==> config.mk <==
export PLATFORM = sky130hd
export DESIGN_NAME = oam_dma_engine
export DESIGN_NICKNAME = d
export VERILOG_FILES = /design/src/rtl/oam_dma_engine.sv
export SDC_FILE = /design/constraint.sdc
export NUM_CORES = 1
export LEC_CHECK = 0
export CORE_UTILIZATION = 43
export CTS_BUF_LIST = sky130_fd_sc_hd__clkbuf_2 sky130_fd_sc_hd__clkbuf_4 sky130_fd_sc_hd__clkbuf_8
export DETAILED_ROUTE_END_ITERATION = 6
export PLACE_DENSITY = 0.72
export SKIP_LAST_GASP = 1
export SLEW_MARGIN = 20
export SYNTH_ARGS = -nofsm -noshare
export SYNTH_HDL_FRONTEND = slang
export SYNTH_SLANG_ARGS = --single-unit
==> constraint.sdc <==
create_clock -name clk -period 2.2 [get_ports clk]
set_clock_uncertainty 0.05 [all_clocks]
set_input_delay 0.55 -clock clk [delete_from_list [all_inputs] [get_ports clk]]
set_output_delay 0.55 -clock clk [all_outputs]
set_load 0.005 [all_outputs]
==> src/rtl/oam_dma_engine.sv <==
// oam_dma_engine: a page-register write copies OAM_SIZE source bytes into OAM, one byte per CYCLES_PER_BYTE clocks.
// The CPU is locked out of OAM while the copy runs.
module oam_dma_engine #(
  parameter int ADDR_W = 16,
  parameter int DATA_W = 8,
  parameter int OAM_SIZE = 160,
  parameter int OAM_ADDR_W = 8,
  parameter int CYCLES_PER_BYTE = 4,
  parameter int START_DELAY = 1
) (
  input  logic                  clk,
  input  logic                  rst_n,
  input  logic                  reg_we,
  input  logic [ADDR_W-9:0]     reg_wdata,
  output logic [ADDR_W-9:0]     reg_rdata,
  output logic                  src_rd,
  output logic [ADDR_W-1:0]     src_addr,
  input  logic [DATA_W-1:0]     src_data,
  output logic                  oam_we,
  output logic [OAM_ADDR_W-1:0] oam_addr,
  output logic [DATA_W-1:0]     oam_wdata,
  output logic                  busy,
  output logic                  cpu_block,
  output logic                  done
);
  localparam int CW = $clog2(CYCLES_PER_BYTE);
  localparam int DW = START_DELAY > 0 ? $clog2(START_DELAY + 1) : 1;
  typedef enum logic [1:0] {IDLE, DELAY, XFER} state_t;
  state_t state, state_n;
  logic [CW-1:0] cyc, cyc_n;
  logic [7:0] idx, idx_n;
  logic [DW-1:0] dly, dly_n;
  logic rd_n, we_n, done_n, cyc_last;
  assign cyc_last = cyc == CW'(CYCLES_PER_BYTE - 1);
  always_comb begin
    state_n = state;
    cyc_n = cyc;
    idx_n = idx;
    dly_n = dly;
    done_n = 1'b0;
    // a register write in the same clock cancels any strobe of the old transfer
    rd_n = !reg_we && state == XFER && cyc == '0;
    we_n = !reg_we && state == XFER && cyc == CW'(1);
    if (reg_we) begin
      state_n = START_DELAY > 0 ? DELAY : XFER;
      cyc_n = '0;
      idx_n = '0;
      dly_n = '0;
    end else if (state != IDLE) begin
      cyc_n = cyc_last ? '0 : cyc + CW'(1);
      if (state == DELAY && cyc_last) begin
        dly_n = dly + DW'(1);
        state_n = dly_n == DW'(START_DELAY) ? XFER : DELAY;
      end else if (state == XFER && cyc_last) begin
        idx_n = idx == 8'(OAM_SIZE - 1) ? idx : idx + 8'd1;
        state_n = idx == 8'(OAM_SIZE - 1) ? IDLE : XFER;
        done_n = idx == 8'(OAM_SIZE - 1);
      end
    end
  end
  always_ff @(posedge clk or negedge rst_n) begin
    if (!rst_n) begin
      state <= IDLE;
      cyc <= '0;
      idx <= '0;
      dly <= '0;
      reg_rdata <= '0;
      src_rd <= 1'b0;
      src_addr <= '0;
      oam_we <= 1'b0;
      oam_addr <= '0;
      oam_wdata <= '0;
      done <= 1'b0;
    end else begin
      state <= state_n;
      cyc <= cyc_n;
      idx <= idx_n;
      dly <= dly_n;
      src_rd <= rd_n;
      oam_we <= we_n;
      done <= done_n;
      if (reg_we) reg_rdata <= reg_wdata;
      if (rd_n) src_addr <= {reg_rdata, idx};
      if (we_n) begin
        oam_addr <= OAM_ADDR_W'(idx);
        oam_wdata <= src_data;
      end
    end
  end
  assign busy = state != IDLE;
  assign cpu_block = busy;
endmodule

# After elaboration in Yosys (flattened, before gate mapping)
# Index checks and enable logic that the tools add are counted.
[op_classes]
eq_ne = 7
n_mux = 21
add_sub_neg = 3
reduce_logical = 15
[ops]
columns = ["operator", "count"]
rows = [
  ["$mux W8", 5],
  ["$mux W2", 9],
  ["$add A8 B1 Y8 const B", 1],
  ["$eq A8 B8 Y1 const B", 1],
  ["$reduce_bool A2 Y1", 4],
  ["$mux W1", 7],
  ["$logic_and A1 B1 Y1", 5],
  ["$eq A2 B1 Y1 const B", 2],
  ["$eq A2 B2 Y1 const B", 2],
  ["$ne A2 B2 Y1 const B", 2],
  ["$reduce_and A2 Y1", 2],
  ["$reduce_and A4 Y1", 1],
  ["$reduce_bool A3 Y1", 1],
  ["$add A2 B1 Y2 const B", 1],
  ["$logic_not A2 Y1", 1],
  ["$add A1 B1 Y1 const B", 1],
  ["$logic_not A1 Y1", 1],
]
[word_totals]
inputBits = 19
out_inout_bits = 45
wordCells = 57
ff_bits = 56

# Logic depth before layout (Yosys ltp)
[logic_depth]
ltp_word = 6
depth_mapped = 6
ltp_nobuf = 4

# Worst setup path after synthesis
# Ideal clock, no wire load.
[synth_path]
kind = "reg2reg"
start = "register idx[0]"
end = "register idx[2]"
path_stages_with_launch = 5
setup_time_ns = 0.125
arrival_time_ns = 1.433
required_time_ns = 2.025
period_less_slack_ns = 1.608
setup_slack_ns = 0.592
path_cell_list = "dfrtp_1 > ha_1 > and4_1 > a211oi_1 > mux2_2"
[synth_between]
elab_chain_cells = 6
word_cells_on_any_way = 9
cone_classes = "add/sub: 1; eq/ne: 2; mux: 5; reduce/logical: 1"
[synth_lines]
columns = ["item", "line", "source"]
rows = [
  ["start, declared", "31", "logic [7:0] idx, idx_n;"],
  ["start signal, assigned", "77", "idx <= idx_n;"],
  ["$add A8 B1 Y8", "55", "idx_n = idx == 8'(OAM_SIZE - 1) ? idx : idx + 8'd1;"],
  ["$mux W8", "55", ""],
  ["$mux W8", "54", "end else if (state == XFER && cyc_last) begin"],
  ["$mux W8", "51", "if (state == DELAY && cyc_last) begin"],
  ["$mux W8", "49", "end else if (state != IDLE) begin"],
  ["$mux W8", "44", "if (reg_we) begin"],
]
# Several ways; a longest one is shown, not always the timed one. The select of a mux whose other input is x is not followed.
# A chain may end at the register's enable or synchronous reset.

# Worst setup path after layout
[layout_path]
start = "register state[1]"
end = "output cpu_block"
[layout_between]
elab_chain_cells = 1
[layout_lines]
columns = ["item", "line", "source"]
rows = [
  ["start, declared", "29", "state_t state, state_n;"],
  ["start signal, assigned", "75", "state <= state_n;"],
  ["$reduce_bool A2 Y1", "90", "assign busy = state != IDLE;"],
  ["end, declared", "23", "output logic cpu_block,"],
]
# Every way passes these cells.

==> results.json <==
{
  "status": "completed",
  "grt_max_degree": 57,
  "synth_area_per_cell_um2": 14.4,
  "tritoncts": "done",
  "synthCells": 172,
  "finalNonFillerCells": 309,
  "synthDistinctLibCells": 35,
  "design_power_total_uw": 1880,
  "antenna_cell_count": 0,
  "setup_ws_ns": 0.113,
  "critical_path_required_ns": 1.60,
  "synth.cell_area_um2": 2470,
  "worst_skew_pair.late_latency_ns": 0.30,
  "final_layout_size_suffix_gt1_share_pct": 24.5,
  "post_cts.resized_instances": 0,
  "critical_path.startpoint_type": "register",
  "finalHoldViolCount": 0,
  "final.setup.tns_ns": 0,
  "cts.root.buffer_cell": "sky130_fd_sc_hd__clkbuf_8",
  "cts_setup_buffers": 0,
  "fin_crit_ns": 2.09,
  "maxCapViolations": 0,
  "die_area_um2": 6060,
  "fp-row-count": 27,
  "rsz_0062_raised_after_global_routing": "no",
  "cts.reportedPaths.clkPinSlew_ns": 0.09,
  "dp_hpwl_mm": 2.98,
  "vias_per_cell": 4.91,
  "drt_first_iter_violations": 64,
  "grt_overflow": 0,
  "fin_nets": 260,
  "first_global_vias": 1493,
  "cts.sink_count": 56,
  "place_congestion": 0.743,
  "path_class_of_the_lowest_slack_min_delay_path": "in2async",
  "io_buffers": 63,
  "ctsLongestPathBuffers": 2,
  "timing.critical_path.slowest_cell_delay_ns": 0.47,
  "drt_pre_antenna_iters": 4,
  "max_freq_mhz": 479,
  "initial_core_util_pct": 44.6,
  "postRouteWirelength_mm": 4.36,
  "placement.setup.worst_slack_ns": 0.0891,
  "layout_area_overhead_pct": 30.7,
  "grt_first_pass_wirelength_mm": 7.20,
  "tightest_slew_ns": 0.502,
  "total_power_divided_by_cell_area_nw_per_um2": 583,
  "rr_startpoint": "idx[0]$_DFFE_PN0P_",
  "syn_nets": 195,
  "htreeDepth": 2,
  "die-height_um": 77.8,
  "total_leakage_power_uw": 0.00144,
  "cp.buffers_inverters": 2,
  "worst_slew_slack_as_a_fraction_of_its_limit_pct": 66.5,
  "synth_enable_flop_cells": 0,
  "via_count": 1517,
  "timing.setup.critical_path_class": "reg2out",
  "synth-seq-area-share_pct": 56.7,
  "critical_path.endpoint_type": "primary output",
  "timing.critical_path.max_delay_family": "buffers and inverters",
  "maxSlewViolCount": 0,
  "finalSetupViolCount": 0,
  "floorplan.die.width_um": 77.8,
  "r2r_endpoint": "idx[3]$_DFFE_PN0P_",
  "synth-main-ff-cell": "sky130_fd_sc_hd__dfrtp_1",
  "async_set_or_reset_register_ratio_after_synthesis_pct": 100,
  "mostFrequentLayoutCell": "sky130_fd_sc_hd__clkdlybuf4s50_1",
  "n_fill_cell": 478,
  "reg2regPathDepth": 4,
  "antenna_found_initial": 0,
  "post-route-drc-count": 0,
  "yosys_warnings": 0,
  "antenna_violating_nets_post_route": 0,
  "master_of_the_slowest_instance_on_the_critical_path": "sky130_fd_sc_hd__dfrtp_1",
  "min_period_over_period_pct": 94.9,
  "arrival_ns": 1.49,
  "floorplan.core_area_um2": 5540,
  "timing.critical_path.fanout_max": 8,
  "cts_hold_buffers": 0,
  "ffs_latches_synth": 56,
  "io-pin-count": 64,
  "max-vdd-ir-drop_uv": 264,
  "mostFrequentLayoutCells": "62 x sky130_fd_sc_hd__clkdlybuf4s50_1, 56 x sky130_fd_sc_hd__dfrtp_1, 25 x sky130_fd_sc_hd__mux2_2",
  "wire_per_inst_um": 14.1,
  "placed_cells": 302,
  "setup.reg_to_reg.worst_slack_ns": 0.41,
  "global_route.usage.total_pct": 15.6,
  "timing.critical_path.cells": "nor2_2 > inv_1 > clkdlybuf4s50_1",
  "numCtsBuffers": 5
}
-- Yosys cell counts, types with 2 or more instances --
cell                       count  share of area, %
sky130_fd_sc_hd__o31ai_1       2              0.61
sky130_fd_sc_hd__mux2_4       18                11
sky130_fd_sc_hd__buf_6         5               2.3
sky130_fd_sc_hd__xnor2_1       2              0.71
sky130_fd_sc_hd__nand3_1       3              0.61
sky130_fd_sc_hd__inv_1         7               1.1
sky130_fd_sc_hd__dfrtp_1      56                57
sky130_fd_sc_hd__nand3b_1      2              0.61
sky130_fd_sc_hd__nor2_1        7               1.1
sky130_fd_sc_hd__or3_1         2              0.51
sky130_fd_sc_hd__nand2_1       4              0.61
sky130_fd_sc_hd__a211oi_1      2              0.61
sky130_fd_sc_hd__mux2_2       25                11
sky130_fd_sc_hd__buf_12        2               1.6
sky130_fd_sc_hd__nor3b_1       2              0.61
sky130_fd_sc_hd__ha_1          4               2.0
sky130_fd_sc_hd__nand4_1       2              0.51
sky130_fd_sc_hd__o21ai_0       3              0.61
sky130_fd_sc_hd__a21oi_1       4              0.81
sky130_fd_sc_hd__nor2b_1       3              0.76
sky130_fd_sc_hd__and2_1        3              0.76
-- per-stage QoR --
| stage | area (um2) | utilization, % | hold WS, ns |
|---|---|---|---|
| 6_report | 3230 | 58.3 | 0.172 |
| 3_3_place_gp | 3150 | 56.8 | 0.441 |
| 5_1_grt | 3230 | 58.3 | 0.204 |
| 3_5_place_dp | 3150 | 56.8 | 0.446 |
| 4_1_cts | 3230 | 58.3 | 0.191 |
| 2_1_floorplan | 2470 | - | 0.204 |
-- cell families (layout without fill, tap and decap cells) --
group           count (synthesis)  after routing  share of synthesized area, %
compound gates                 15             15                          4.00
flops                          56             56                          56.7
buf+inv                        16             81                          5.42
simple gates                   35             35                          8.45
xor+xnor                        2              2                         0.709
fa+ha+maj                       4              4                          2.02
mux                            44             44                          22.7
-- how the worst max path moves through the flow --
stage | end | slack (ns) | start | cells past startpoint
floorplan | idx[2]$_DFFE_PN0P_ | 0.59 | idx[0]$_DFFE_PN0P_ | 4
global placement | oam_addr[7]$_DFFE_PN0P_ | 0.12 | reg_we | 5
detailed placement | oam_wdata[7]$_DFFE_PN0P_ | 0.09 | reg_we | 5
CTS | busy | 0.04 | state[1]$_DFFE_PN0P_ | 3
global route | cpu_block | 0.02 | state[1]$_DFFE_PN0P_ | 3
finish | cpu_block | 0.11 | state[1]$_DFFE_PN0P_ | 3
-- layout make-up --
cell class	instances	area (um2)	share of cell area (%)
clock buffers	6	76.3	2.36
repair buffers	67	693	21.4
flip-flops and latches	56	1400	43.4
clock inverters	1	5.00	0.155
well taps	72	90.1	2.79
multi-input cells	100	940	29.1
inverters	7	26.3	0.813
-- where the power goes --
group,internal (uW),switching [uW]
Clock,230,300
Combinational,152,90.1
Sequential,1080,36.4
Total,1460,427
-- worst register-to-register path, cell delays in order, from the launching register on --
cell and delay (ns):
sky130_fd_sc_hd__dfrtp_1 0.47, sky130_fd_sc_hd__ha_1 0.28, sky130_fd_sc_hd__and4_1 0.25, sky130_fd_sc_hd__a211oi_1 0.26, sky130_fd_sc_hd__mux2_2 0.36
-- state kept, by name (all words and copies together), names as in the netlist --
name	cells
dly	1
state	2
src_addr	16
oam_wdata	8
oam_we	1
src_rd	1
cyc	2
reg_rdata	8
idx	8
oam_addr	8
done	1
-- layer usage --
metal / share of wire [%] / vias to the layer above / global-route usage [%] / routed length [um]
met5: 0 / - / 0 / 0
met4: 1.5 / 0 / 6.79 / 66
met1: 46 / 752 / 19.6 / 2020
met2: 49 / 29 / 25.5 / 2130
met3: 3.3 / 4 / 3.65 / 146
li1: - / 732 / - / -
(Power assumes the default switching activity.)
